File: src/rtl/imem_load_arbiter.sv
// Instruction-memory loader and port arbiter: packs a little-endian byte stream
// into 32-bit words and shares the single memory port with the fetch unit.
module imem_load_arbiter #(
  parameter int unsigned DEPTH = 256,
  parameter int unsigned AW    = 8
) (
  input  logic          clk,
  input  logic          reset_n,
  input  logic          load_start,
  input  logic          load_end,
  input  logic          byte_valid,
  input  logic [7:0]    byte_data,
  output logic          byte_ready,
  input  logic          fetch_req,
  input  logic [AW-1:0] fetch_addr,
  output logic          fetch_gnt,
  output logic          fetch_stall,
  output logic          mem_we,
  output logic          mem_re,
  output logic [AW-1:0] mem_addr,
  output logic [31:0]   mem_wdata,
  output logic          load_done,
  output logic [AW:0]   word_count
);

  localparam int unsigned CW = AW + 1;
  localparam logic [AW-1:0] LAST_WORD = AW'(DEPTH - 1);

  typedef enum logic [1:0] {IDLE, LOAD, FLUSH, DONE} state_t;

  state_t        state;
  logic [1:0]    byte_idx;
  logic [AW-1:0] word_ptr;
  logic [31:0]   asm_word;
  logic [31:0]   asm_next;
  logic          run;
  logic          xfer;

  assign xfer = byte_valid && byte_ready;

  // Merge the incoming byte into the word under assembly; a new group clears upper bytes.
  always_comb begin
    asm_next = asm_word;
    case (byte_idx)
      2'd0:    asm_next = {24'h0, byte_data};
      2'd1:    asm_next[15:8]  = byte_data;
      2'd2:    asm_next[23:16] = byte_data;
      default: asm_next[31:24] = byte_data;
    endcase
  end

  always_ff @(posedge clk or negedge reset_n) begin
    if (!reset_n) begin
      state      <= IDLE;
      run        <= 1'b0;
      byte_ready <= 1'b0;
      byte_idx   <= 2'd0;
      word_ptr   <= '0;
      word_count <= '0;
      asm_word   <= '0;
      mem_we     <= 1'b0;
      mem_wdata  <= '0;
      load_done  <= 1'b0;
    end else begin
      run    <= 1'b1;
      mem_we <= 1'b0;
      // A write strobe in this cycle retires one word.
      if (mem_we) begin
        word_ptr   <= word_ptr + AW'(1);
        word_count <= word_count + CW'(1);
      end
      case (state)
        IDLE, DONE: begin
          if (load_start) begin
            state      <= LOAD;
            byte_ready <= 1'b1;
            load_done  <= 1'b0;
            byte_idx   <= 2'd0;
            word_ptr   <= '0;
            word_count <= '0;
            asm_word   <= '0;
          end
        end
        LOAD: begin
          if (xfer) begin
            asm_word <= asm_next;
            byte_idx <= byte_idx + 2'd1;
            if (byte_idx == 2'd3) begin
              mem_we    <= 1'b1;
              mem_wdata <= asm_next;
              if (word_ptr == LAST_WORD) byte_ready <= 1'b0;
            end
          end
          if (load_end) begin
            state      <= FLUSH;
            byte_ready <= 1'b0;
            // The flush write lands in the FLUSH cycle, while the loader still owns the port.
            if (xfer && byte_idx != 2'd3) begin
              mem_we    <= 1'b1;
              mem_wdata <= asm_next;
            end else if (!xfer && byte_idx != 2'd0) begin
              mem_we    <= 1'b1;
              mem_wdata <= asm_word;
            end
          end else if (mem_we && !byte_ready) begin
            state     <= DONE;
            load_done <= 1'b1;
          end
        end
        FLUSH: begin
          state     <= DONE;
          load_done <= 1'b1;
          byte_idx  <= 2'd0;
          asm_word  <= '0;
        end
        default: state <= IDLE;
      endcase
    end
  end

  // Port ownership; fetch is held off until the first edge after reset.
  always_comb begin
    fetch_gnt   = 1'b0;
    mem_re      = 1'b0;
    fetch_stall = 1'b0;
    mem_addr    = word_ptr;
    if (state == LOAD || state == FLUSH) begin
      fetch_stall = 1'b1;
    end else if (run) begin
      mem_re    = fetch_req;
      fetch_gnt = fetch_req;
      mem_addr  = fetch_addr;
    end
  end

endmodule

File: config.mk
export PLATFORM = sky130hd
export DESIGN_NAME = imem_load_arbiter
export DESIGN_NICKNAME = d
export VERILOG_FILES = /design/src/rtl/imem_load_arbiter.sv
export SDC_FILE = /design/constraint.sdc
export NUM_CORES = 1
export LEC_CHECK = 0
export ABC_AREA = 1
export CAP_MARGIN = 20
export CORE_UTILIZATION = 25
export CTS_BUF_LIST = sky130_fd_sc_hd__clkbuf_8
export CTS_CLUSTER_DIAMETER = 40
export DETAILED_ROUTE_END_ITERATION = 16
export PLACE_DENSITY_LB_ADDON = 0.12
export SYNTH_ARGS = -nofsm -noshare
export SYNTH_HDL_FRONTEND = slang
export SYNTH_SLANG_ARGS = --single-unit
File: constraint.sdc
create_clock -name clk -period 3.5 [get_ports clk]
set_input_delay 0.7 -clock clk [delete_from_list [all_inputs] [get_ports clk]]
set_output_delay 0.7 -clock clk [all_outputs]
set_load 0.03 [all_outputs]
==> results of run 1 <==
## state kept, by name, indices dropped and copies added, names as in the netlist
| name | flops |
|---|---|
| asm_word | 32 |
| run | 1 |
| word_ptr | 8 |
| load_done | 1 |
| mem_we | 1 |
| byte_ready | 1 |
| mem_wdata | 32 |
| byte_idx | 2 |
| word_count | 9 |
| state | 2 |
## cell usage in the layout, fill, tap and decap left out, types with 2 or more instances in the layout
cell type,count
nand3_1,59
a21boi_0,16
inv_2,3
buf_12,2
dfrtp_1,89
inv_1,132
o22ai_1,25
o21ai_1,8
a22oi_1,11
o21a_1,2
nand2_1,309
nor2_1,38
o211ai_1,8
mux2_2,2
clkbuf_8,11
ha_1,9
a21oi_1,32
nor2_4,3
o21ai_0,46
or2_2,16
clkdlybuf4s50_1,75
nor3_1,8
buf_4,12
## report_power, final
part	leakage [nW]	total (mW)	switching, mW	internal, mW
logic	2.17	3.35	2.19	1.16
registers	1.19	1.50	0.209	1.29
clock network	0.107	0.790	0.423	0.368
## routing by layer
layer / vias to the layer above / wire length, um
li1: 2840 / -
met1: 2491 / 8850
met2: 84 / 7880
met3: 10 / 563
met4: 0 / 200
met5: - / 0
## worst min-delay path by stage
stage / start / to / slack (ps) / cells after the start
floorplan: reset_n / asm_word[0]$_DFFE_PN0P_ / 400 / 0
global route: reset_n / mem_wdata[20]$_DFFE_PN0P_ / 260 / 1
finish: reset_n / word_count[2]$_DFF_PN0_ / 240 / 1
detailed placement: asm_word[0]$_DFFE_PN0P_ / asm_word[0]$_DFFE_PN0P_ / 500 / 2
CTS: reset_n / mem_wdata[20]$_DFFE_PN0P_ / 240 / 1
global placement: asm_word[6]$_DFFE_PN0P_ / asm_word[6]$_DFFE_PN0P_ / 500 / 2
## layout make-up
class	instances	area, um2	share of cell area (%)
Clock inverter	5	55.1	0.780
Clock buffer	11	151	2.15
Inverter	135	509	7.22
Timing Repair Buffer	89	881	12.5
Tap cell	313	392	5.55
Multi-Input combinational cell	600	2840	40.3
Sequential cell	89	2230	31.6
## logic make-up (layout without fill, tap and decap cells)
| kind of cell | Yosys count | after routing | share of synthesized area [%] |
|---|---|---|---|
| buffers and inverters | 177 | 240 | 13.4 |
| and+or+nand+nor | 435 | 435 | 30.6 |
| muxes | 2 | 2 | 0.385 |
| AOI/OAI and AO/OA | 151 | 151 | 15.3 |
| DFF | 89 | 89 | 38.1 |
| other | 1 | 1 | 0.0641 |
| xor gates and xnor gates | 2 | 2 | 0.299 |
| adders and majority gates | 9 | 9 | 1.92 |
==> flow_metrics.py, run 1 <==
metrics = {
    "floorplanning": {
        "io_pins": 77,
        "rows": 55,
        "die_x_um": 155,
        "dieArea_um2": 24000,
        "die_h_um": 155,
        "initial_core_util_pct": 25.7,
        "core_region_area_um2": 22800,
    },
    "synth": {
        "synth.ff_latch_count": 89,
        "synth_top_area_share_pct": 38.1,
        "async_flop_share_pct": 100,
        "netlist_instances": 866,
        "synth-edff-count": 0,
        "syn-cell-area_um2": 5850,
        "yosys-top-cells-count": "nand2_1 (309), inv_1 (131), dfrtp_1 (89), nand3_1 (59), o21ai_0 (46)",
        "synthesis.nets": 897,
        "synth_cell_types": 34,
        "synth_warnings": 0,
        "ys.flop_type": "dfrtp_1",
        "yosysTopAreaCell": "dfrtp_1",
        "yosysSeqAreaShare_pct": 38.1,
        "avgSynthCellArea_um2": 6.76,
        "synth_area_leaders": "dfrtp_1 (38%), nand2_1 (20%), inv_1 (8.4%), nand3_1 (5.0%), o21ai_0 (3.9%)",
        "synth.most_common_cell": "nand2_1",
    },
    "timing": {
        "fin_crit_sh_pct": 93.6,
        "finalCriticalPeriod_ps": 3280,
        "slew_headroom_pct": 55.5,
        "holdWs_ps": 241,
        "rsz0062_at_grt": "no",
        "final.setup.tns_ps": 0,
        "hold_violations": 0,
        "worst_pin_slew_ps": 668,
        "slew_viol_final": 0,
        "setup_ws_ps": 223,
        "skew_ps": 9.23,
        "setup-violations-final": 0,
        "max_freq_mhz": 305,
    },
    "routing": {
        "drcViolationCount": 0,
        "wirelength_mm": 17.5,
        "ant_nets": 0,
        "drt_iter0_drc": 311,
        "wl_per_cell_um": 14.1,
        "vias_per_cell": 4.37,
        "vias": 5425,
        "firstDrtPassIters": 4,
    },
    "worst_setup_path": {
        "r2r_end": "mem_wdata[22]$_DFFE_PN0P_",
        "reg2reg_depth": 9,
        "crit_slowest_cell": "clkdlybuf4s50_1",
        "cp.depth": 5,
        "path_buf_inv": 2,
        "cp.required_ps": 2800,
        "end_kind": "output port",
        "crit_end": "mem_addr[0]",
        "crit_type": "flip-flop to output port",
        "crit_fanout": 15,
        "critPathTopFamily": "buffers and inverters",
        "crit_start": "state[0]$_DFFE_PN0P_",
        "cp-start-kind": "flip-flop",
        "crit_path_cell_trace": "inv_1, ha_1, nand2_1, mux2_2, clkdlybuf4s50_1",
        "crit_path_max_incr_delay_ps": 590,
        "cp_data_arrival_time_ps": 2580,
        "reg2reg_from": "byte_idx[0]$_DFFE_PN0P_",
        "rrSetupSlack_ps": 1100,
    },
    "status": {
        "status": "finished, final reports clean",
    },
    "placement": {
        "routabilityCongestion": 0.717,
        "pre_cts_slack_ps": 626,
        "placed_area_um2": 6850,
        "io_buffers": 76,
        "dp_hpwl_mm": 11.7,
        "placed_cells": 1226,
    },
    "grt": {
        "grt_util_met2_pct": 24.9,
        "grt_util_met3_pct": 2.17,
        "grt_remaining_overflow": 0,
        "grt_antenna_before_repair": 0,
        "grt_start_max_net_pins": 39,
        "grt_use_met1_pct": 21.2,
        "grt_first_pass_wirelength_mm": 28.7,
        "grt_usage_pct": 15.3,
        "first_global_vias": 5197,
        "grt-busiest-layer": "met2",
    },
    "layout": {
        "syn2layout_area_growth_pct": 20.6,
        "fillerInstances": 2499,
        "num-nets-final": 955,
        "antenna_cells": 0,
        "drive_gt1_share_pct": 6.14,
        "final_area_um2": 7060,
        "utilization_pct": 31.0,
        "fin_cells": 1242,
    },
    "pwr": {
        "p_total_mw": 5.63,
        "power_leakage_nw": 3.47,
        "powerDensity_nw_per_um2": 798,
        "ir_worst_vdd_uv": 248,
    },
    "cts": {
        "clk-insertion-delay-late_ps": 380,
        "clkTransAtPathRegs_ps": 90,
        "cts_root_buf": "clkbuf_8",
        "cts_buffers": 9,
        "clockBufferDepth": 2,
        "post-cts-setup-buffers": 0,
        "cts_resized": 0,
        "htree_num_levels": 3,
        "cts_hold_buffers": 0,
        "cts.sinks": 89,
        "cts_tree": "built",
    },
    "min_path": {
        "hp-class": "input port to asynchronous set/reset pin",
    },
    "run": {
        "cap_violations": 0,
    },
}
(Power assumes the default switching activity.)
==> run 2: changes to the inputs <==
ABC_AREA = unset   (was 1)
TNS_END_PERCENT = 5   (was unset)
==> flow_metrics.py, run 2 <==
metrics = {
    "floorplanning": {
        "dieArea_um2": 22000,
        "initial_core_util_pct": 25.5,
        "die_x_um": 148,
        "rows": 53,
        "die_h_um": 148,
        "io_pins": 77,
        "core_region_area_um2": 21000,
    },
    "layout": {
        "num-nets-final": 634,
        "final_cell_mix": "dfrtp_1 (89), clkdlybuf4s50_1 (75), nand2_1 (45)",
        "drive_gt1_share_pct": 13.3,
        "top_regs": "asm_word: 32 flops, mem_wdata: 32 flops, word_count: 9 flops",
        "syn2layout_area_growth_pct": 22.8,
        "antenna_cells": 0,
        "multi_input_area_um2": 2850,
        "fillerInstances": 2174,
        "seq_area_um2": 2230,
        "fin_cells": 883,
        "final_common_cell": "dfrtp_1",
    },
    "cts": {
        "clockBufferDepth": 2,
        "clkTransAtPathRegs_ps": 100,
        "cts_root_buf": "clkbuf_8",
        "post-cts-setup-buffers": 0,
        "htree_num_levels": 3,
        "cts_resized": 0,
        "cts_tree": "built",
        "cts_hold_buffers": 0,
        "cts.sinks": 89,
        "clk-insertion-delay-late_ps": 380,
        "cts_buffers": 9,
    },
    "run": {
        "cap_violations": 0,
    },
    "worst_setup_path": {
        "crit_type": "flip-flop to output port",
        "rrSetupSlack_ps": 1210,
        "reg2reg_from": "byte_idx[0]$_DFFE_PN0P_",
        "cp_data_arrival_time_ps": 2520,
        "cp-start-kind": "flip-flop",
        "reg2reg_depth": 6,
        "cp.required_ps": 2800,
        "crit_fanout": 8,
        "r2r_end": "mem_wdata[18]$_DFFE_PN0P_",
        "end_kind": "output port",
    },
    "synth": {
        "yosys-top-cells-count": "dfrtp_1 (89), nand2_1 (45), a21oi_1 (42), mux2i_1 (30)",
        "synth_warnings": 0,
        "avgSynthCellArea_um2": 9.83,
        "async_flop_share_pct": 100,
        "netlist_instances": 544,
        "yosysTopAreaCell": "dfrtp_1",
        "ys.flop_type": "dfrtp_1",
        "synth-edff-count": 0,
        "synth_cell_types": 54,
        "synth_top_area_share_pct": 41.6,
        "yosysSeqAreaShare_pct": 41.6,
        "synth.ff_latch_count": 89,
        "synth.most_common_cell": "dfrtp_1",
        "syn-cell-area_um2": 5350,
        "synthesis.nets": 575,
        "synth_area_leaders": "dfrtp_1 (42%), mux2i_1 (5.6%), mux2_2 (5.5%), a21oi_1 (3.9%), a211o_1 (3.9%)",
    },
    "placement": {
        "routabilityCongestion": 0.739,
        "dp_hpwl_mm": 10.8,
        "placed_cells": 867,
        "io_buffers": 76,
    },
    "timing": {
        "worst_pin_slew_ps": 838,
        "final.setup.tns_ps": 0,
        "slew_headroom_pct": 44.1,
        "finalCriticalPeriod_ps": 3220,
        "slew_viol_final": 0,
        "fin_crit_sh_pct": 91.9,
        "hold_violations": 0,
        "holdWs_ps": 388,
        "rsz0062_at_grt": "no",
        "skew_ps": 13.4,
        "setup-violations-final": 0,
        "max_freq_mhz": 311,
    },
    "routing": {
        "met3WireLength_um": 585,
        "wirelength_mm": 16.8,
        "top_layer": "met4",
        "vias_per_cell": 5.16,
        "drcViolationCount": 0,
        "vias": 4559,
        "wl_met1_mm": 8.04,
        "met2_length_mm": 7.92,
        "wl_per_cell_um": 19.1,
        "firstDrtPassIters": 6,
        "ant_nets": 0,
        "drt_iter0_drc": 187,
    },
    "grt": {
        "grt_remaining_overflow": 0,
        "grt_antenna_before_repair": 0,
        "grt_start_max_net_pins": 59,
        "grt_first_pass_wirelength_mm": 26.8,
        "first_global_vias": 4605,
        "grt_usage_pct": 16.0,
    },
    "min_path": {
        "hp-class": "input port to asynchronous set/reset pin",
    },
    "pwr": {
        "power_leakage_nw": 2.93,
        "powerDensity_nw_per_um2": 749,
        "ir_worst_vdd_uv": 277,
    },
    "status": {
        "status": "finished, final reports clean",
    },
}
[run 2: how the worst max path moves through the flow]
stage / from / end / depth (start not counted)
after floorplan: state[0]$_DFFE_PN0P_ / mem_addr[0] / 5
after global placement: state[0]$_DFFE_PN0P_ / mem_addr[0] / 5
after detailed placement: state[0]$_DFFE_PN0P_ / mem_addr[0] / 5
after CTS: state[0]$_DFFE_PN0P_ / mem_addr[0] / 5
after global routing: state[0]$_DFFE_PN0P_ / mem_addr[0] / 5
final: state[0]$_DFFE_PN0P_ / mem_addr[0] / 5
[run 2: final cells by class]
cell class              count  share of cell area, %
multi-input cells         402                   43.3
repair buffers             93                   13.9
clock inverters             6                   1.14
flip-flops and latches     89                   33.9
clock buffers              10                   2.09
well taps                 275                   5.24
inverters                   8                  0.457
[run 2: cell families after synthesis]
group,after synthesis,synth area share [%]
buffers and inverters,53,5.19
xor gates and xnor gates,8,1.31
muxes,58,11.5
AOI/OAI and AO/OA,144,19.1
other,1,0.0701
adders and majority gates,9,2.10
and+or+nand+nor,182,19.1
DFF,89,41.6
[run 2: critical path: stages, from the launching register on]
cell and delay (ps):
dfrtp_1 390, inv_1 60, ha_1 400, nand2_1 310, mux2_2 380, clkdlybuf4s50_1 600
[run 2: through the flow]
| stage | setup WS (ps) | utilization [%] | power (mW) | cell area, um2 |
|---|---|---|---|---|
| CTS | 257 | 31.3 | 4.99 | 6570 |
| global placement | 764 | 30.2 | 4.16 | 6360 |
| global route | 163 | 31.3 | 5.24 | 6570 |
| floorplan | 1350 | - | 3.25 | 5350 |
| finish | 285 | 31.3 | 4.92 | 6570 |
| detailed placement | 691 | 30.2 | 4.18 | 6360 |
[run 2: power breakdown]
part | leakage, nW | internal [mW] | total (mW) | switching [mW]
clock network | 0.105 | 0.360 | 0.777 | 0.417
registers | 1.19 | 1.27 | 1.50 | 0.230
logic | 1.63 | 1.06 | 2.65 | 1.59
total | 2.93 | 2.68 | 4.92 | 2.24
[run 2: routing by layer]
metal	global-route usage, %	vias to the layer above
met4	6.19	0
li1	-	2141
met2	25.9	106
met3	2.12	18
met5	0	-
met1	21.7	2294
==> run 3: changes to the inputs <==
CELL_PAD_IN_SITES_DETAIL_PLACEMENT = 1   (was unset)
CELL_PAD_IN_SITES_GLOBAL_PLACEMENT = 1   (was unset)
clock period = 2.9 ns   (was 3.5 ns; I/O delays follow)
==> flow_metrics.py, run 3 (synthesis results as in run 2) <==
metrics = {
    "layout": {
        "final_cell_mix": "dfrtp_1 (89), clkdlybuf4s50_1 (67), nand2_1 (44)",
        "final_common_cell": "dfrtp_1",
        "antenna_cells": 0,
        "top_regs": "asm_word: 32 flops, mem_wdata: 32 flops, word_count: 9 flops",
        "num-nets-final": 639,
        "syn2layout_area_growth_pct": 24.5,
        "drive_gt1_share_pct": 14.1,
    },
    "placement": {
        "dp_hpwl_mm": 11.8,
        "routabilityCongestion": 0.716,
        "io_buffers": 76,
    },
    "floorplanning": {
        "core_region_area_um2": 21000,
        "dieArea_um2": 22000,
        "rows": 53,
        "die_x_um": 148,
        "die_h_um": 148,
        "initial_core_util_pct": 25.5,
        "io_pins": 77,
    },
    "worst_setup_path": {
        "end_kind": "output port",
        "cp_data_arrival_time_ps": 2100,
        "crit_fanout": 7,
        "cp.required_ps": 2320,
        "crit_path_cell_trace": "inv_1, ha_1, buf_4, and3_1, clkdlybuf4s50_1",
        "crit_type": "flip-flop to output port",
        "crit_slowest_cell": "clkdlybuf4s50_1",
        "critPathTopFamily": "buffers and inverters",
        "crit_path_max_incr_delay_ps": 670,
        "path_buf_inv": 3,
        "cp-start-kind": "flip-flop",
    },
    "run": {
        "cap_violations": 0,
    },
    "routing": {
        "drcViolationCount": 0,
        "ant_nets": 0,
        "drt_iter0_drc": 137,
        "wirelength_mm": 18.3,
        "wl_per_cell_um": 20.6,
        "vias_per_cell": 5.21,
        "firstDrtPassIters": 4,
        "vias": 4624,
    },
    "cts": {
        "cts.sinks": 89,
        "cts_tree": "built",
        "cts_root_buf": "clkbuf_8",
        "clkTransAtPathRegs_ps": 100,
        "clockBufferDepth": 2,
        "clk-insertion-delay-late_ps": 390,
        "post-cts-setup-buffers": 0,
        "htree_num_levels": 3,
        "cts_buffers": 9,
    },
    "timing": {
        "finalCriticalPeriod_ps": 2680,
        "skew_ps": 14.8,
        "setup-violations-final": 0,
        "slew_viol_final": 0,
        "fin_crit_sh_pct": 92.4,
        "slew_headroom_pct": 55.3,
        "worst_pin_slew_ps": 670,
        "hold_violations": 0,
        "final.setup.tns_ps": 0,
        "max_freq_mhz": 373,
        "rsz0062_at_grt": "no",
    },
    "grt": {
        "grt_use_met1_pct": 22.2,
        "grt_util_met3_pct": 4.33,
        "grt-busiest-layer": "met2",
        "grt_start_max_net_pins": 42,
        "grt_first_pass_wirelength_mm": 29.4,
        "grt_antenna_before_repair": 0,
        "grt_remaining_overflow": 0,
        "first_global_vias": 5045,
        "grt_usage_pct": 17.5,
        "grt_util_met2_pct": 29.5,
    },
    "pwr": {
        "powerDensity_nw_per_um2": 911,
        "ir_worst_vdd_uv": 246,
        "power_leakage_nw": 3.09,
        "p_total_mw": 6.07,
    },
    "status": {
        "status": "finished, final reports clean",
    },
    "min_path": {
        "hp-class": "input port to asynchronous set/reset pin",
    },
}
## run 3: layout make-up
class / count / area (um2)
Fill cell: 2365 / 14400
Clock inverter: 5 / 80.1
Tap cell: 275 / 344
Clock buffer: 10 / 138
Multi-Input combinational cell: 402 / 2850
Sequential cell: 89 / 2230
Timing Repair Buffer: 98 / 993
Inverter: 8 / 30.0
## run 3: report_power, final
part / internal [mW] / switching, mW
combinational: 1.31 / 1.98
clock: 0.503 / 0.503
sequential: 1.53 / 0.241
total: 3.34 / 2.73
## run 3: routing by layer
layer / vias up / part of all wire (%) / routed length, um
met5: - / 0 / 0
met4: 0 / 1.7 / 318
met3: 22 / 4.1 / 750
met2: 92 / 48 / 8820
met1: 2361 / 46 / 8370
li1: 2149 / - / -
## run 3: worst register-to-register path: stages (launching register included)
cell	delay [ps]
dfrtp_1	420
ha_1	430
nand2b_1	480
a211oi_4	590
a221o_1	240
## run 3: timing repair
item | 4_1_cts | 5_1_grt
resized for setup | 1 | 8
endpoints found under the setup margin | 8 | 8
hold buffers | 0 | 0
## run 3: final timing paths
path | startpoint | to | slack [ps] | depth (start not counted)
max reg2reg | byte_idx[0]$_DFFE_PN0P_ | mem_wdata[27]$_DFFE_PN0P_ | 690 | 4
min | reset_n | asm_word[29]$_DFFE_PN0P_ | 160 | 1
max | state[0]$_DFFE_PN0P_ | fetch_gnt | 220 | 5
min in group clk | load_done$_DFFE_PN0P_ | load_done$_DFFE_PN0P_ | 500 | 1
min reg2reg | load_done$_DFFE_PN0P_ | load_done$_DFFE_PN0P_ | 500 | 1
max in group asynchronous | reset_n | asm_word[21]$_DFFE_PN0P_ | 2080 | 2
## run 3: through the flow
stage	instances	utilization, %	hold WS (ps)	instance area (um2)	worst slack, ps
global route	887	31.7	166	6660	85.4
CTS	887	31.6	173	6640	6.05
finish	887	31.7	159	6660	220
floorplan	544	-	284	5350	867
global placement	872	30.5	479	6420	393
detailed placement	872	30.5	491	6420	297
